[src/rtl/csr_mvm_engine.sv]
// Sparse (CSR-style) matrix times binary spike-vector engine.
// Entries are streamed in, one is applied per cycle, and rows are drained in order.
module csr_mvm_engine #(
  parameter  int ROWS    = 4,
  parameter  int COLS    = 4,
  parameter  int NNZ_MAX = 16,
  parameter  int VAL_W   = 8,
  parameter  int ACC_W   = 12,
  localparam int RW      = (ROWS > 1) ? $clog2(ROWS) : 1,
  localparam int CW      = (COLS > 1) ? $clog2(COLS) : 1
) (
  input  logic             clk,
  input  logic             rst,
  input  logic             start,
  input  logic             keep_matrix,
  input  logic             in_valid,
  output logic             in_ready,
  input  logic [RW-1:0]    in_row,
  input  logic [CW-1:0]    in_col,
  input  logic [VAL_W-1:0] in_val,
  input  logic             in_last,
  input  logic             vec_valid,
  output logic             vec_ready,
  input  logic [COLS-1:0]  vec_data,
  output logic             out_valid,
  input  logic             out_ready,
  output logic [ACC_W-1:0] out_data,
  output logic [RW-1:0]    out_idx,
  output logic             out_last,
  output logic             busy,
  output logic             err
);

  localparam int IW = (NNZ_MAX > 1) ? $clog2(NNZ_MAX) : 1;
  localparam int NW = $clog2(NNZ_MAX + 1);

  typedef enum logic [2:0] {
    S_IDLE,
    S_LOAD,
    S_WAIT_VEC,
    S_COMPUTE,
    S_DRAIN
  } state_t;

  state_t r_state;
  state_t w_next;

  logic [NW-1:0]    r_nnz;
  logic [NW-1:0]    r_k;
  logic [RW-1:0]    r_r;
  logic [COLS-1:0]  r_vec;
  logic             r_err;
  logic             r_mvalid;
  logic [ACC_W-1:0] r_acc [ROWS];

  logic [RW-1:0]    r_row [NNZ_MAX];
  logic [CW-1:0]    r_col [NNZ_MAX];
  logic [VAL_W-1:0] r_val [NNZ_MAX];

  logic             w_start_load;
  logic             w_start_keep;
  logic             w_start_bad;
  logic             w_in_hs;
  logic             w_bad_idx;
  logic             w_full;
  logic             w_store;
  logic             w_vec_hs;
  logic             w_out_hs;
  logic             w_r_last;
  logic             w_k_last;
  logic             w_acc_en;
  logic [IW-1:0]    w_kidx;
  logic [IW-1:0]    w_widx;
  logic [RW-1:0]    w_crow;
  logic [CW-1:0]    w_ccol;
  logic [VAL_W-1:0] w_cval;
  logic             w_hit;
  logic [ACC_W:0]   w_sum;
  logic [ACC_W-1:0] w_sat;

  assign w_start_load = (r_state == S_IDLE) && start && !keep_matrix;
  assign w_start_keep = (r_state == S_IDLE) && start && keep_matrix && r_mvalid;
  assign w_start_bad  = (r_state == S_IDLE) && start && keep_matrix && !r_mvalid;

  assign w_in_hs   = (r_state == S_LOAD) && in_valid;
  assign w_bad_idx = (32'(in_row) >= ROWS) || (32'(in_col) >= COLS);
  assign w_full    = (r_nnz == NW'(NNZ_MAX));
  assign w_store   = w_in_hs && !w_bad_idx && !w_full;
  assign w_widx    = r_nnz[IW-1:0];

  assign w_vec_hs = (r_state == S_WAIT_VEC) && vec_valid;
  assign w_out_hs = (r_state == S_DRAIN) && out_ready;
  assign w_r_last = (r_r == RW'(ROWS - 1));

  // An empty matrix still spends one cycle in COMPUTE but adds nothing.
  assign w_k_last = (r_nnz == '0) || ((r_k + NW'(1)) == r_nnz);
  assign w_acc_en = (r_state == S_COMPUTE) && (r_nnz != '0);

  assign w_kidx = r_k[IW-1:0];
  assign w_crow = r_row[w_kidx];
  assign w_ccol = r_col[w_kidx];
  assign w_cval = r_val[w_kidx];
  assign w_hit  = r_vec[w_ccol];

  // Carry out of the widened sum means the row total clips at full scale.
  assign w_sum = {1'b0, r_acc[w_crow]} + (w_hit ? (ACC_W+1)'(w_cval) : '0);
  assign w_sat = w_sum[ACC_W] ? '1 : w_sum[ACC_W-1:0];

  always_ff @(posedge clk or posedge rst) begin
    if (rst) begin
      r_state <= S_IDLE;
    end else begin
      r_state <= w_next;
    end
  end

  always_comb begin
    w_next = r_state;
    unique case (r_state)
      S_IDLE: begin
        if (w_start_load) begin
          w_next = S_LOAD;
        end else if (w_start_keep) begin
          w_next = S_WAIT_VEC;
        end
      end
      S_LOAD: begin
        if (w_in_hs && in_last) begin
          w_next = S_WAIT_VEC;
        end
      end
      S_WAIT_VEC: begin
        if (w_vec_hs) begin
          w_next = S_COMPUTE;
        end
      end
      S_COMPUTE: begin
        if (w_k_last) begin
          w_next = S_DRAIN;
        end
      end
      S_DRAIN: begin
        if (w_out_hs && w_r_last) begin
          w_next = S_IDLE;
        end
      end
      default: w_next = S_IDLE;
    endcase
  end

  always_ff @(posedge clk or posedge rst) begin
    if (rst) begin
      r_nnz    <= '0;
      r_k      <= '0;
      r_r      <= '0;
      r_vec    <= '0;
      r_err    <= 1'b0;
      r_mvalid <= 1'b0;
      for (int i = 0; i < ROWS; i++) begin
        r_acc[i] <= '0;
      end
    end else begin
      if (w_start_load) begin
        r_nnz    <= '0;
        r_err    <= 1'b0;
        r_mvalid <= 1'b0;
      end
      if (w_start_keep) begin
        r_err <= 1'b0;
      end
      if (w_start_bad) begin
        r_err <= 1'b1;
      end
      if (w_in_hs) begin
        if (w_bad_idx || w_full) begin
          r_err <= 1'b1;
        end else begin
          r_nnz <= r_nnz + NW'(1);
        end
        if (in_last) begin
          r_mvalid <= 1'b1;
        end
      end
      if (w_vec_hs) begin
        r_vec <= vec_data;
        r_k   <= '0;
        r_r   <= '0;
        for (int i = 0; i < ROWS; i++) begin
          r_acc[i] <= '0;
        end
      end
      if (w_acc_en) begin
        r_acc[w_crow] <= w_sat;
        r_k           <= r_k + NW'(1);
      end
      if (w_out_hs) begin
        r_r <= w_r_last ? '0 : r_r + RW'(1);
      end
    end
  end

  // Entry storage needs no reset; it is only read below the valid count.
  always_ff @(posedge clk) begin
    if (w_store) begin
      r_row[w_widx] <= in_row;
      r_col[w_widx] <= in_col;
      r_val[w_widx] <= in_val;
    end
  end

  assign in_ready  = (r_state == S_LOAD);
  assign vec_ready = (r_state == S_WAIT_VEC);
  assign out_valid = (r_state == S_DRAIN);
  assign out_data  = (r_state == S_DRAIN) ? r_acc[r_r] : '0;
  assign out_idx   = (r_state == S_DRAIN) ? r_r : '0;
  assign out_last  = (r_state == S_DRAIN) && w_r_last;
  assign busy      = (r_state != S_IDLE);
  assign err       = r_err;

endmodule

[config.mk]
export PLATFORM = sky130hd
export DESIGN_NAME = csr_mvm_engine
export DESIGN_NICKNAME = d
export VERILOG_FILES = /design/src/rtl/csr_mvm_engine.sv
export SDC_FILE = /design/constraint.sdc
export NUM_CORES = 1
export LEC_CHECK = 0
export CORE_UTILIZATION = 43
export DETAILED_ROUTE_END_ITERATION = 8
export PLACE_DENSITY_LB_ADDON = 0.05
export SKIP_CTS_REPAIR_TIMING = 1
export SYNTH_ARGS = -nofsm -noshare
export SYNTH_HDL_FRONTEND = slang
export SYNTH_SLANG_ARGS = --single-unit
[constraint.sdc]
create_clock -name clk -period 6.7 [get_ports clk]
set_input_delay 1.005 -clock clk [delete_from_list [all_inputs] [get_ports clk]]
set_output_delay 1.005 -clock clk [all_outputs]
set_load 0.05 [all_outputs]
Yosys cells after proc, flatten, opt, wreduce, memory -nomap -nowiden
Memory sizes are Yosys's and may differ from the RTL's.
Cells that the tools add are included.
{"block": "totals", "register_bits": 69, "mem_bits_rw": 192, "in_bits": 24, "out_inout_bits": 20, "wordCells": 103, "mem_count": 3}
{"block": "classes", "add_sub_neg": 4, "magnitude_cmp": 4, "n_eq_ne": 12, "muxes": 42, "bitwise_logic": 2, "reduce_logical": 25}
{"memory": "r_val", "words": 16, "width": 8, "read_ports": 1, "rd_ports_with_merged_regs": 0, "wr": 1, "line": "58", "text": "logic [VAL_W-1:0] r_val [NNZ_MAX];"}
{"memory": "r_col", "words": 16, "width": 2, "read_ports": 1, "rd_ports_with_merged_regs": 0, "wr": 1, "line": "57", "text": "logic [CW-1:0] r_col [NNZ_MAX];"}
{"memory": "r_row", "words": 16, "width": 2, "read_ports": 1, "rd_ports_with_merged_regs": 0, "wr": 1, "line": "56", "text": "logic [RW-1:0] r_row [NNZ_MAX];"}
{"op": "$mux W48", "count": 2}
{"op": "$mux W12", "count": 7}
{"op": "$bmux W12 S2", "count": 2}
{"op": "$bwmux W48", "count": 1}
{"op": "$mux W5", "count": 5}
{"op": "$demux W12 S2", "count": 1}
{"op": "$mux W3", "count": 6}
{"op": "$pmux W3 S5", "count": 1}
{"op": "$logic_and A1 B1 Y1", "count": 14}
{"op": "$add A12 B8 Y13", "count": 1}
{"op": "$mux W1", "count": 11}
{"op": "$add A5 B1 Y5 const B", "count": 2}
{"op": "$mux W2", "count": 4}
{"op": "$mux W8", "count": 1}
{"op": "$eq A3 B2 Y1 const B", "count": 2}
{"op": "$ge A3 B3 Y1 const B", "count": 2}
{"op": "$ne A2 B1 Y1 const B", "count": 3}
{"op": "$not A2 Y3", "count": 2}
{"op": "$eq A5 B5 Y1", "count": 1}
{"op": "$eq A5 B5 Y1 const B", "count": 1}
{"op": "$logic_not A5 Y1", "count": 1}
{"op": "$reduce_and A5 Y1", "count": 1}
{"op": "$reduce_bool A5 Y1", "count": 1}
{"op": "$reduce_bool A2 Y1", "count": 2}
{"op": "13 further kinds", "count": 15}

Depth between registers and ports, before layout
An unclocked memory read counts as a cell.
{"block": "depth", "depth_word": 9, "mapped_depth": 20, "mapped_depth_nobuf": 16}

Least setup slack after synthesis
No wires, ideal clock.
{"block": "synth_path", "path_type": "flip-flop to flip-flop", "start": "register r_k[0]", "end": "register r_acc[35] in the netlist's numbering", "t_arrival_ns": 4.570, "slack_ns": 1.998, "path_stages_with_launch": 17, "synth_period_minus_slack_ns": 4.702, "cell_sequence": "dfrtp_1 buf_6 buf_6 buf_1 buf_2 mux4_2 mux4_2 nor2b_1 ha_1 fa_1 a21o_1 nand2_1 a21oi_1 o41a_1 a211o_1 a21oi_1 o21ai_0"}
{"block": "synth_between", "elab_chain_len": 9, "word_cells_on_any_way": 19, "classes_between": "add/sub: 1; order compare: 2; mux: 11; bitwise: 1; reduce/logical: 1; memory: 3"}
{"element": "from (decl)", "line": "49", "text": "logic [NW-1:0] r_k;"}
{"element": "from (signal assigned)", "line": "194", "text": "r_k <= r_k + NW'(1);"}
{"element": "$mem_v2 Z16 W2"}
{"element": "$not A2 Y3 (not written as such)", "line": "106, 193"}
{"element": "$bmux W12 S2", "line": "106", "text": "assign w_sum = {1'b0, r_acc[w_crow]} + (w_hit ? (ACC_W+1)'(w_cval) : '0);"}
{"element": "$mux W12 (not written as such) (2 in series)", "line": "106"}
{"element": "$add A12 B8 Y13", "line": "106"}
{"element": "$mux W12", "line": "107", "text": "assign w_sat = w_sum[ACC_W] ? '1 : w_sum[ACC_W-1:0];"}
{"element": "$bwmux W48 (*)", "line": "193", "text": "r_acc[w_crow] <= w_sat;"}
{"element": "$mux W48 (*)", "line": "192", "text": "if (w_acc_en) begin"}
{"element": "to (signal, indexed assignment)", "line": "193"}
{"element": "to (decl)", "line": "54", "text": "logic [ACC_W-1:0] r_acc [ROWS];"}
Every way passes the cells marked *; elsewhere a longest branch is shown, timed or not. The select of a mux whose other input is x is not followed.
A chain may end at the register's enable or synchronous reset.

Worst setup path in the final report
{"block": "layout_path", "start": "register r_k[0]", "end": "register r_acc[40] in the netlist's numbering"}
Same word-level chain as after synthesis.

==> impl_metrics.env <==
export IMPL_status="finished, final reports clean"
export IMPL_post_route_period_util_pct=82.9
export IMPL_max_clock_freq_mhz=180
export IMPL_fill_count=2231
export IMPL_die_area_mm2=0.0284
export IMPL_ctsHtreeMaxLevel=1
export IMPL_timing_rr_start="r_k[0]"
export IMPL_via_per_inst=5.81
export IMPL_final_setup_vio_count=0
export IMPL_synth_fp_nets=858
export IMPL_synth_cells_most_frequent="sky130_fd_sc_hd__edfxtp_1, sky130_fd_sc_hd__dfrtp_1, sky130_fd_sc_hd__mux4_2, sky130_fd_sc_hd__nand2_1, sky130_fd_sc_hd__a21oi_1"
export IMPL_hold_path_startpoint="r_mvalid"
export IMPL_max_cap_viol_count=0
export IMPL_worst_slew_pin_transition_ns=1.21
export IMPL_end_kind="flop"
export IMPL_timing_setup_tns_ns=0
export IMPL_io_pin_count=44
export IMPL_dp_final_hpwl_um=17600
export IMPL_worstSetupStartpointType="flop"
export IMPL_mapped_avg_cell_area_um2=14.6
export IMPL_hold_viol_final=0
export IMPL_tritoncts="yes"
export IMPL_synth_area_leaders="sky130_fd_sc_hd__edfxtp_1, sky130_fd_sc_hd__dfrtp_1, sky130_fd_sc_hd__mux4_2"
export IMPL_power_leakage_nw=4.69
export IMPL_reg2reg_slack_ns=1.15
export IMPL_detailroute_via_count=7232
export IMPL_synth_compound_area_share_pct=8.05
export IMPL_yosysWarnings=0
export IMPL_pins_over_slew_limit=0
export IMPL_synth_xor_area_share_pct=1.17
export IMPL_synth_top_family_by_area="multiplexers"
export IMPL_cts_inserted_buffers=29
export IMPL_tritoncts_num_sinks=261
export IMPL_synthMuxAreaShare_pct=14.5
export IMPL_cp_required_ns=7.15
export IMPL_grt_ovfl_total=0
export IMPL_portBuffers=43
export IMPL_wl_per_cell_um=22.8
export IMPL_vdd_ir_drop_max_mv=0.190
export IMPL_timing_critical_path_mode_cell="sky130_fd_sc_hd__nand2_1"
export IMPL_hold_wc_path_type="flop to flop"
export IMPL_critPathLaunch="r_k[0]"
export IMPL_ys_seq_area_share_pct=62.7
export IMPL_synth_seq_cells=261
export IMPL_synth_simple_gate_area_share_pct=9.70
export IMPL_worst_path_largest_cell_delay_ns=0.87
export IMPL_floorplan_die_width_um=169
export IMPL_place_congestion=0.812
export IMPL_critPathKind="flop to flop"
export IMPL_flow_area_growth_from_synthesis_pct=14.9
export IMPL_clockBufferDepth=3
export IMPL_firstDrtPassIters=5
export IMPL_maxSlewHeadroom_pct=19.1
export IMPL_clk_root_buffer_cell="sky130_fd_sc_hd__clkbuf_16"
export IMPL_floorplan_core_area_mm2=0.0271
export IMPL_grt_start_max_net_pins=70
export IMPL_synth_top_area_share_pct=48.3
export IMPL_final_antenna_net_count=0
export IMPL_detailedRoute_firstIterationViolations=699
export IMPL_syn_cell_area_mm2=0.0119
export IMPL_netlist_top_cell_by_area="sky130_fd_sc_hd__edfxtp_1"
export IMPL_synthMostInstantiatedCell="sky130_fd_sc_hd__edfxtp_1"
export IMPL_clock_skew_ns=0.0149
export IMPL_first_global_vias=7300
export IMPL_grt_total_usage_pct=20.6
export IMPL_synthCells=819
export IMPL_cellPowerDensity_mw_per_mm2=396
export IMPL_fin_crit_ns=5.55
export IMPL_slowest_stage="sky130_fd_sc_hd__dfrtp_4"
export IMPL_insertedDiodeCount=0
export IMPL_drc=0
export IMPL_layout_area_seq_mm2=0.00750
export IMPL_grt_setup_unrepaired="false"
export IMPL_grt_antenna_before_repair=0
export IMPL_fp_dieH_um=169
export IMPL_rows=60
export IMPL_async_flop_share_pct=26.4
export IMPL_path_cells="mux2i_1, a22oi_2, nand3b_1, nand2_1, nand2_1, and3_1, a31oi_1, ha_1, fa_1, a21o_1, nand2_1, a21oi_1, o41a_1, nand4b_2, a31oi_1"
export IMPL_fraction_of_final_layout_cells_sized_beyond_drive_strength_1_pct=17.8
export IMPL_route_final_wire_length_um=28400
export IMPL_initial_utilization_pct=44.1
export IMPL_post_synth_fa_ha_maj_area_fraction_pct=1.63
export IMPL_synth_main_ff_cell="sky130_fd_sc_hd__edfxtp_1"
export IMPL_clock_latency_ns=0.56
export IMPL_synth_edf_count=192
export IMPL_grt_first_pass_wirelength_um=43900
export IMPL_ys_types=62
export IMPL_path_clk_slew_ns=0.05
export IMPL_multiInputGateArea_mm2=0.00431
export IMPL_worstPathArrival_ns=6.00
export IMPL_crit_path_max_fanout=36
export IMPL_tightest_hold_margin_ns=0.477
export IMPL_design_final_nets=890
==> metal layers <==
metal	track usage [%]	share of wire, %	wire length (um)
met5	0	0	0
met4	5.69	2.6	740
met1	26.7	42	11900
met3	2.57	4.4	1240
met2	36.4	51	14500
==> where the power goes <==
part / switching, W / total, W / internal (W)
Sequential: 0.000275 / 0.00218 / 0.00190
Combinational: 0.000981 / 0.00171 / 0.000730
Clock: 0.000634 / 0.00154 / 0.000909
==> layout by cell type, fill, tap and decap left out, drive strengths merged, types with 11 or more instances in the layout <==
| cell type | Yosys | final |
|---|---|---|
| edfxtp | 192 | 192 |
| mux4 | 69 | 69 |
| nand2 | 69 | 69 |
| dfrtp | 69 | 69 |
| a21oi | 54 | 54 |
| clkdlybuf4s50 | 0 | 43 |
| a31oi | 35 | 35 |
| clkbuf | 26 | 35 |
| nor2 | 34 | 34 |
| o21ai | 28 | 28 |
| nand3 | 26 | 26 |
| and2 | 17 | 17 |
| and3 | 15 | 15 |
| nor3 | 15 | 15 |
| ha | 14 | 14 |
| clkinv | 0 | 14 |
| inv | 11 | 12 |
| nand2b | 11 | 11 |
| nor2b | 11 | 11 |
==> metrics by stage <==
step | util (%) | worst slack, ns | cells | instance area, um2 | power [W]
4_1_cts | 50.7 | 1.17 | 1245 | 13700 | 0.00548
3_5_place_dp | 47.3 | 1.20 | 1192 | 12800 | 0.00392
2_1_floorplan | - | 2.00 | 819 | 11900 | 0.00341
6_report | 50.7 | 1.15 | 1245 | 13700 | 0.00543
5_1_grt | 50.7 | 0.585 | 1245 | 13700 | 0.00571
3_3_place_gp | 47.3 | 1.32 | 1192 | 12800 | 0.00388
==> state kept, by name (all words and copies together) (netlist names) <==
signal	count
r_val	128
r_k	5
r_col	32
r_mvalid	1
r_vec	4
r_nnz	5
r_r	2
r_acc	48
r_row	32
r_state	3
err	1
==> area by class of cell <==
| type | instances | area share, % |
|---|---|---|
| clock buffers | 35 | 5.45 |
| clock inverters | 18 | 1.27 |
| inverters | 11 | 0.301 |
| multi-input cells | 496 | 31.4 |
| flip-flops and latches | 261 | 54.6 |
| well taps | 372 | 3.39 |
| repair buffers | 52 | 3.63 |
==> cells by family (layout without fill, tap and decap cells) <==
logic type,after synthesis,count (layout)
AOI/OAI and AO/OA,155,155
xor gates and xnor gates,16,16
adders and majority gates,15,15
buffers and inverters,62,116
DFF,261,261
muxes,85,85
and+or+nand+nor,225,225
==> worst paths after layout <==
kind                                   end  cells after the start
worst max register to register   r_acc[40]                     15
min in group asynchronous       r_state[1]                      3
worst min register to register    r_mvalid                      2
worst max-delay path             r_acc[40]                     15
max in group asynchronous           r_k[0]                      3
worst min-delay path              r_mvalid                      2
==> critical path, delay by kind of cell, from the launching register on <==
family / cells / cell delay [ns]
AND/OR/NAND/NOR: 6 / 2.08
AO/OA/AOI/OAI: 6 / 1.75
flip-flops: 1 / 0.87
adder cells (fa/ha/maj): 2 / 0.47
multiplexers: 1 / 0.23
Power figures use the tool's default switching activity.
